==> src/rtl/debug_pkg.sv <==
// rtl/debug_pkg.sv - shared FSM state type and default constants for the SPI trace block
package debug_pkg;

  typedef enum logic [1:0] {
    ST_IDLE  = 2'd0,
    ST_SHIFT = 2'd1,
    ST_GAP   = 2'd2
  } state_t;

  localparam int DEF_NCH = 4;
  localparam int DEF_W   = 32;
  localparam int DEF_DIV = 4;
  localparam int DEF_GAP = 2;

endpackage

==> src/rtl/sck_divider.sv <==
// rtl/sck_divider.sv - half-period counter producing sck rise/fall strobes
module sck_divider
  import debug_pkg::*;
#(
  parameter int DIV = DEF_DIV
) (
  input  logic clk,
  input  logic rst,
  input  logic en,
  output logic sck_rise,
  output logic sck_fall
);

  localparam int CW = $clog2(DIV) + 1;
  localparam logic [CW-1:0] CNT_LAST = CW'(DIV - 1);

  logic [CW-1:0] cnt_q;
  logic          phase_q;
  logic          tick;

  // A strobe fires in the last cycle of each half-period; phase_q tracks the current sck level.
  assign tick     = en && (cnt_q == CNT_LAST);
  assign sck_rise = tick && !phase_q;
  assign sck_fall = tick && phase_q;

  // Counter and phase restart from zero whenever the shifter is not running.
  always_ff @(posedge clk) begin
    if (rst || !en) begin
      cnt_q   <= '0;
      phase_q <= 1'b0;
    end else if (tick) begin
      cnt_q   <= '0;
      phase_q <= ~phase_q;
    end else begin
      cnt_q   <= cnt_q + 1'b1;
    end
  end

endmodule

==> src/rtl/debug_spi_trace.sv <==
// rtl/debug_spi_trace.sv - snapshot trace channels and shift them out on parallel SPI lanes
module debug_spi_trace
  import debug_pkg::*;
#(
  parameter int NCH       = DEF_NCH,
  parameter int W         = DEF_W,
  parameter int DIV       = DEF_DIV,
  parameter int GAP       = DEF_GAP,
  parameter int MSB_FIRST = 1
) (
  input  logic             clk,
  input  logic             rst,
  input  logic             capture,
  input  logic [NCH*W-1:0] ch_data,
  input  logic [NCH-1:0]   ch_valid,
  output logic             busy,
  output logic             done,
  output logic             spi_sck,
  output logic [NCH-1:0]   spi_cs,
  output logic [NCH-1:0]   spi_mosi
);

  localparam int BW = $clog2(W) + 1;
  localparam int GW = $clog2(GAP + 1) + 1;
  localparam logic [BW-1:0] BIT_LAST = BW'(W - 1);
  localparam logic [GW-1:0] GAP_LAST = GW'((GAP > 0) ? (GAP - 1) : 0);
  // Index of the bit that goes out next on each lane.
  localparam int FB = (MSB_FIRST != 0) ? (W - 1) : 0;

  state_t          state_q;
  logic            busy_q;
  logic            done_q;
  logic            sck_q;
  logic [NCH-1:0]  cs_q;
  logic [NCH-1:0]  valid_q;
  logic [BW-1:0]   bit_q;
  logic [GW-1:0]   gap_q;

  logic            sck_rise;
  logic            sck_fall;
  logic            load;
  logic            advance;
  logic            finish;

  sck_divider #(
    .DIV (DIV)
  ) u_div (
    .clk      (clk),
    .rst      (rst),
    .en       (state_q == ST_SHIFT),
    .sck_rise (sck_rise),
    .sck_fall (sck_fall)
  );

  // Lane control: snapshot on an accepted capture, step on every sck fall, clear after the last bit.
  assign load    = (state_q == ST_IDLE) && capture;
  assign advance = (state_q == ST_SHIFT) && sck_fall && (bit_q != BIT_LAST);
  assign finish  = (state_q == ST_SHIFT) && sck_fall && (bit_q == BIT_LAST);

  // Frame sequencer: IDLE -> SHIFT (W sck periods) -> GAP -> IDLE with a done pulse.
  always_ff @(posedge clk) begin
    if (rst) begin
      state_q <= ST_IDLE;
      busy_q  <= 1'b0;
      done_q  <= 1'b0;
      sck_q   <= 1'b0;
      cs_q    <= '1;
      valid_q <= '0;
      bit_q   <= '0;
      gap_q   <= '0;
    end else begin
      done_q <= 1'b0;
      case (state_q)
        ST_IDLE: begin
          if (capture) begin
            state_q <= ST_SHIFT;
            busy_q  <= 1'b1;
            valid_q <= ch_valid;
            cs_q    <= ~ch_valid;
            sck_q   <= 1'b0;
            bit_q   <= '0;
          end
        end
        ST_SHIFT: begin
          if (sck_rise) begin
            sck_q <= 1'b1;
          end else if (sck_fall) begin
            sck_q <= 1'b0;
            if (bit_q == BIT_LAST) begin
              cs_q  <= '1;
              bit_q <= '0;
              if (GAP == 0) begin
                state_q <= ST_IDLE;
                busy_q  <= 1'b0;
                done_q  <= 1'b1;
              end else begin
                state_q <= ST_GAP;
                gap_q   <= '0;
              end
            end else begin
              bit_q <= bit_q + 1'b1;
            end
          end
        end
        ST_GAP: begin
          if (gap_q == GAP_LAST) begin
            state_q <= ST_IDLE;
            busy_q  <= 1'b0;
            done_q  <= 1'b1;
            gap_q   <= '0;
          end else begin
            gap_q <= gap_q + 1'b1;
          end
        end
        default: begin
          state_q <= ST_IDLE;
          busy_q  <= 1'b0;
          cs_q    <= '1;
        end
      endcase
    end
  end

  for (genvar gi = 0; gi < NCH; gi++) begin : g_ch
    logic [W-1:0] sr_q;
    logic [W-1:0] sr_d;
    logic         mosi_q;

    // Next shift-register contents with the outgoing bit removed.
    always_comb begin
      sr_d = sr_q;
      if (MSB_FIRST != 0) sr_d = sr_q << 1;
      else                sr_d = sr_q >> 1;
    end

    // Lane register: mosi is forced low whenever this lane's chip select is inactive.
    always_ff @(posedge clk) begin
      if (rst) begin
        sr_q   <= '0;
        mosi_q <= 1'b0;
      end else if (load) begin
        sr_q   <= ch_data[gi*W +: W];
        mosi_q <= ch_valid[gi] & ch_data[gi*W + FB];
      end else if (advance) begin
        sr_q   <= sr_d;
        mosi_q <= valid_q[gi] & sr_d[FB];
      end else if (finish) begin
        sr_q   <= '0;
        mosi_q <= 1'b0;
      end
    end

    assign spi_mosi[gi] = mosi_q;
  end

  assign busy    = busy_q;
  assign done    = done_q;
  assign spi_sck = sck_q;
  assign spi_cs  = cs_q;

endmodule

==> config.mk <==
export PLATFORM = sky130hd
export DESIGN_NAME = debug_spi_trace
export DESIGN_NICKNAME = d
export VERILOG_FILES = /design/src/rtl/debug_pkg.sv /design/src/rtl/sck_divider.sv /design/src/rtl/debug_spi_trace.sv
export SDC_FILE = /design/constraint.sdc
export NUM_CORES = 1
export LEC_CHECK = 0
export ABC_CLOCK_PERIOD_IN_PS = 2300
export CORE_MARGIN = 2
export CORE_UTILIZATION = 40
export DETAILED_ROUTE_END_ITERATION = 7
export PLACE_DENSITY = 0.67
export SKIP_CTS_REPAIR_TIMING = 1
export SYNTH_ARGS = -nofsm -noshare
export SYNTH_HDL_FRONTEND = slang
export SYNTH_SLANG_ARGS = --single-unit
==> constraint.sdc <==
create_clock -name clk -period 2.3 [get_ports clk]
set_input_delay 0.46 -clock clk [delete_from_list [all_inputs] [get_ports clk]]
set_output_delay 0.46 -clock clk [all_outputs]
set_load 0.01 [all_outputs]
======== Word level (Yosys, flattened, before mapping) ========
Cells that the tools add are included.
operators by class
  add/sub/neg operators ................... 3
  reduce and logical (&&, ||, !) cells .... 23
  equal/unequal tests ..................... 12
  bitwise gates (word level) .............. 12
  muxes and demuxes ....................... 47
operators with widths
  operator                                                               number
  31-bit 2-to-1 mux                                                      9
  6-bit 2-to-1 mux                                                       4
  4-bit 2-to-1 mux                                                       4
  1-bit 2-to-1 mux                                                       15
  3-bit 2-to-1 mux                                                       4
  4-bit case mux with 3 select lines                                     1
  6-bit case mux with 2 select lines                                     1
  2-bit 2-to-1 mux                                                       5
  2-bit != test, second input constant                                   5
  5-bit AND reduction                                                    2
  1-bit AND                                                              8
  4-bit AND reduction                                                    2
  1-bit logical AND                                                      7
  3-bit by 1-bit adder with 3-bit output, second input constant          2
  6-bit by 1-bit adder with 6-bit output, second input constant          1
  6-bit by 5-bit equality test with 1-bit output, second input constant  1
  6-bit by 5-bit != test with 1-bit output, second input constant        1
  2-bit case mux with 3 select lines                                     1
  3-bit case mux with 2 select lines                                     1
  3-bit AND reduction                                                    2
  4-bit inverter                                                         1
  2-bit nonzero test                                                     2
  2-bit OR reduction                                                     2
  3-bit by 1-bit equality test with 1-bit output, second input constant  1
  12 further kinds                                                       15
storage, ports and cells
  input bits .............................. 135
  register bits ........................... 154

======== Depth between registers and ports, before layout ========
Gate-level depths: netlist (run 1).
  depth after elaboration ................. 8
  depth in mapped cells ................... 9

======== Modules after synthesis ========
From an unflattened synthesis (run 1), not the netlist that was laid out.
unflattened totals
  cell total of the unflattened synthesis .. 889
  area, all modules ....................... 7732.4 um^2
modules (own cells, without submodules)
  module           cells an instance  times used  area an instance (um^2)
  debug_spi_trace  873                1           7572.3
  sck_divider      16                 1           160.2

======== Least setup slack after synthesis (run 1) ========
No wires, ideal clock.
  kind .................................... reg-to-reg
  start point ............................. register u_div.cnt_q[0]
  end point ............................... register g_ch[0].sr_q[10]
  buffers on the path ..................... 3
  path slack .............................. 568 ps
  data arrival time ....................... 1609 ps
  data required time ...................... 2177 ps
  cell stages (with the launch flop) ...... 10
  cell sequence ........................... dfxtp_1 > ha_1 > ha_1 > buf_2 > nand4b_1 > a21oi_1 > buf_4 > buf_4 > a221oi_1 > nor2_1
on the way
  cells in the longest elaborated chain, start to end .. 7
  elaborated cells on any way between the ends .. 9
  classes of those cells .................. eq/ne (1); mux (2); reduce/logical (6)
ends and longest elaborated chain
  element                                             RTL line                                      text
  from (decl)                                         sck_divider.sv:17                             logic [CW-1:0] cnt_q;
  from (signal assigned)                              sck_divider.sv:35                             cnt_q <= cnt_q + 1'b1;
  3-bit by 2-bit equality test with 1-bit output (*)  sck_divider.sv:22                             assign tick = en && (cnt_q == CNT_LAST);
  1-bit logical AND (*)                               sck_divider.sv:22
  1-bit logical AND (*)                               sck_divider.sv:24                             assign sck_fall = tick && phase_q;
  1-bit logical AND (*)                               debug_spi_trace.sv:57, debug_spi_trace.sv:58
  1-bit logical AND                                   debug_spi_trace.sv:57                         assign advance = (state_q == ST_SHIFT) && sck_fall && (bit_q != BIT_LAST);
  31-bit 2-to-1 mux                                   debug_spi_trace.sv:144                        end else if (advance) begin
  31-bit 2-to-1 mux                                   debug_spi_trace.sv:141                        end else if (load) begin
  to (signal assigned)                                debug_spi_trace.sv:142                        sr_q <= ch_data[gi*W +: W];
  to (signal assigned)                                debug_spi_trace.sv:145                        sr_q <= sr_d;
  to (decl)                                           debug_spi_trace.sv:125                        logic [W-1:0] sr_q;
Every way passes the cells marked *; elsewhere a longest branch is shown, timed or not.
A chain may end at the register's enable or synchronous reset.

======== Worst setup path in the final report (run 1) ========
  start point ............................. register state_q[0]
  end point ............................... register g_ch[0].sr_q[5]
on the way
  cells in the longest elaborated chain, start to end .. 7
  elaborated cells on any way between the ends .. 11
  classes of those cells .................. eq/ne (1); mux (2); reduce/logical (8)
ends and longest elaborated chain
  element                                         RTL line                                                             text
  from (decl)                                     debug_spi_trace.sv:30                                                state_t state_q;
  from (signal assigned)                          debug_spi_trace.sv:63                                                state_q <= ST_IDLE;
  from (signal assigned)                          debug_spi_trace.sv:76                                                state_q <= ST_SHIFT;
  from (signal assigned)                          debug_spi_trace.sv:93                                                state_q <= ST_IDLE;
  2-bit by 1-bit equality test with 1-bit output  debug_spi_trace.sv:50, debug_spi_trace.sv:57, debug_spi_trace.sv:58
  1-bit logical AND                               sck_divider.sv:22
  1-bit logical AND                               sck_divider.sv:24
  1-bit logical AND                               debug_spi_trace.sv:57, debug_spi_trace.sv:58
  1-bit logical AND                               debug_spi_trace.sv:57
  31-bit 2-to-1 mux                               debug_spi_trace.sv:144
  31-bit 2-to-1 mux                               debug_spi_trace.sv:141
Several ways; a longest one is shown, not always the timed one.

==> metrics.md, run 1 <==
| Metric | Value |
|---|---|
| Max-Cap Viols | `0` |
| Final GP Congestion | `0.777` |
| Share of the synthesized area in the top cell type | `0.484` |
| Clock Skew | `just under 0.01 ns` |
| Via count | `slightly below 6000` |
| H-tree lvl count | `4` |
| Pleak | `0.00305 uW` |
| Root buffer cell | `clkbuf_16` |
| Slew @ Worst Pin | `around 0.62 ns` |
| Unrepaired setup endpoints after global routing | `false` |
| Top_reg_cell synth | `dfxtp_1` |
| DRT antenna net count | `0` |
| CTS sink cnt | `154` |
| Chip width | `130 um` |
| Area leader, netlist | `dfxtp_1` |
| Fin crit share | `0.915` |
| Status | `finished, final reports clean` |
| I/O pin total | `146` |
| Routed wire length | `16.1 mm` |
| Worst vdd ir | `about 0.0005 V` |
| DRT iter0 DRCs | `407` |
| Post-Synthesis Cells | `713` |
| Remaining Overflow, GRT | `0` |
| Fin crit period | `2.10 ns` |
| CTS buffer count | `17` |
| Synth Net Count | `roughly 850` |
| Arr. time, crit path | `2.45 ns` |
| Buf/Inv on CP | `1` |
| Vias per cell | `between 5 and 6` |
| Type of element launching the critical path | `flip-flop` |
| Initial antenna violation count | `1` |
| Wire per inst | `15.5 um` |
| Final Non-Filler Cells | `1043` |
| Die area | `between 15000 and 20000 sq um` |
| Top cells by area, synth | `dfxtp_1 48%, a221oi_1 17%, nor2_1 8.0%` |
| CP max-delay cell | `dfxtp_1` |
| Worst-path maximum fanout | `120` |
| Number of global-route vias before repair | `5476` |
| Final Hold Fails | `0` |
| Drt pass-1 iters | `7` |
| Largest net degree at the start of global routing | `121` |
| Async SR Flop Fraction | `0` |
| HPWL Detailed | `10.6 mm` |
| CTS Buffer Depth | `2` |
| Residual DRC | `0` |
| CP endpoint kind | `flip-flop` |
| P per Cell Area | `around 800 nW/um^2` |
| Placed insts | `about 1000` |
| Core area | `around 16000 sq um` |
| EDFF count, synth | `0` |
| Die H | `130 um` |
| CP Data Required Time | `2.65 ns` |
| Post-synth cell types | `43` |
| Starting Density | `0.405` |
| Pins Over Slew Limit | `0` |
| Hold Path Class | `reg -> reg` |
| FF+latch count, synth | `around 150` |
| Share of cells above drive strength 1 | `0.0617` |
| Top delay family on crit path | `flip-flops` |
| Worst rel slew slack | `0.583` |
| First-pass GRT wire length | `26.2 mm` |
| Worst skew pair latency | `0.42 ns` |
| Most common cell after layout, fill and taps aside | `dfxtp_1` |
| Commonest non-fill, non-tap cells in the layout | `154 x dfxtp_1, 145 x clkdlybuf4s50_1, 135 x nor2_1` |
| Synthesis Warnings | `0` |
| Critical path type | `reg -> reg` |
| Post-Syn Area per Cell | `8.93 sq um` |
| Port Buffer Count | `145` |
| Setup violators final | `0` |
| Reg clk slew, reported paths | `0.06 ns` |
| Synthesized cell area | `6360 sq um` |
| Critical Path, Cell by Cell | `nand4b_1 > a21oi_4 > buf_16 > a221oi_1 > nor2_1` |
| Fmax | `0.475 GHz` |
| CTS tree | `built` |
| Post-layout nets | `951` |
| Syn-to-layout area delta | `33.6%` |
| Row Count | `46` |
| Global Route Usage Sum | `0.195` |
| Post-synthesis sequential area ratio | `0.484` |
| Crit path largest cell delay | `0.58 ns` |
| Sum of negative setup slack | `0 ns` |
-- Yosys cell counts (2+ instances only) --
cell type  count
nor2b_1        2
o21ai_1       31
nor2_1       135
xnor2_1        2
xor2_1         2
a221oi_1     120
a22oi_1        4
dfxtp_1      154
a21oi_1       15
nor4_1         7
a31oi_1        5
nor3_1         4
o21ai_0       93
buf_6         10
nand3b_1       2
ha_1           3
or3_1          3
buf_4         15
inv_1          4
nand2_1       16
nand2b_1       2
a21o_1         9
nand3_1        2
buf_2         30
clkbuf_1      25
-- per-stage QoR --
step	power (uW)	util	instance area [sq um]	worst slack [ns]	hold WS [ns]
global placement	3790	0.498	7830	0.173	0.416
detailed placement	3820	0.498	7830	0.133	0.431
CTS	6880	0.541	8490	0.200	0.440
global route	7110	0.541	8500	0.0106	0.454
finish	6810	0.541	8500	0.195	0.442
floorplan	3460	-	6360	0.568	0.408
-- power by group --
| group | internal, uW | total (uW) | switching (uW) |
|---|---|---|---|
| registers | 2860 | 2980 | 112 |
| clock network | 2020 | 3050 | 1030 |
| logic | 450 | 784 | 334 |
-- cell families after synthesis --
family | count (synthesis) | synth area share
AO/OA/AOI/OAI | 285 | 0.305
AND/OR/NAND/NOR | 183 | 0.123
flip-flops | 154 | 0.484
buffers and inverters | 84 | 0.0761
XOR/XNOR | 4 | 0.00551
adder cells (fa/ha/maj) | 3 | 0.00590
-- state kept, by name (all words and copies together), names as in the netlist --
signal / count
g_ch.sr_q: 124
bit_q: 6
g_ch.mosi_q: 4
spi_cs: 4
valid_q: 4
gap_q: 3
u_div.cnt_q: 3
state_q: 2
busy: 1
done: 1
spi_sck: 1
u_div.phase_q: 1
-- final timing paths --
check        slack, ns           start  depth (start not counted)               to
max               0.20      state_q[0]                          5  g_ch[0].sr_q[5]
min               0.44  u_div.cnt_q[0]                          1   u_div.cnt_q[0]
max reg2reg       0.20      state_q[0]                          5  g_ch[0].sr_q[5]
min reg2reg       0.44  u_div.cnt_q[0]                          1   u_div.cnt_q[0]
-- per-layer routing --
metal	up-vias	global-route usage	part of all wire
li1	2874	-	-
met1	2791	0.252	0.45
met2	146	0.318	0.49
met3	11	0.0533	0.050
met4	0	0.0614	0.013
met5	-	0	0
-- cell type report --
| type | count | area [sq um] |
|---|---|---|
| fillers | 1451 | 7210 |
| flip-flops and latches | 154 | 3080 |
| multi-input cells | 475 | 2820 |
| repair buffers | 161 | 1650 |
| clock buffers | 27 | 533 |
| well taps | 216 | 270 |
| clock inverters | 5 | 128 |
| inverters | 4 | 15.0 |
| diodes | 1 | 2.50 |
No activity file was read; power rests on OpenSTA's default activity.
==> run 2, diff against run 1 <==
- CTS_CLUSTER_SIZE: unset -> 20
==> results of run 2 <==
No change in the layout: final DEF, timing and power equal those of run 1.
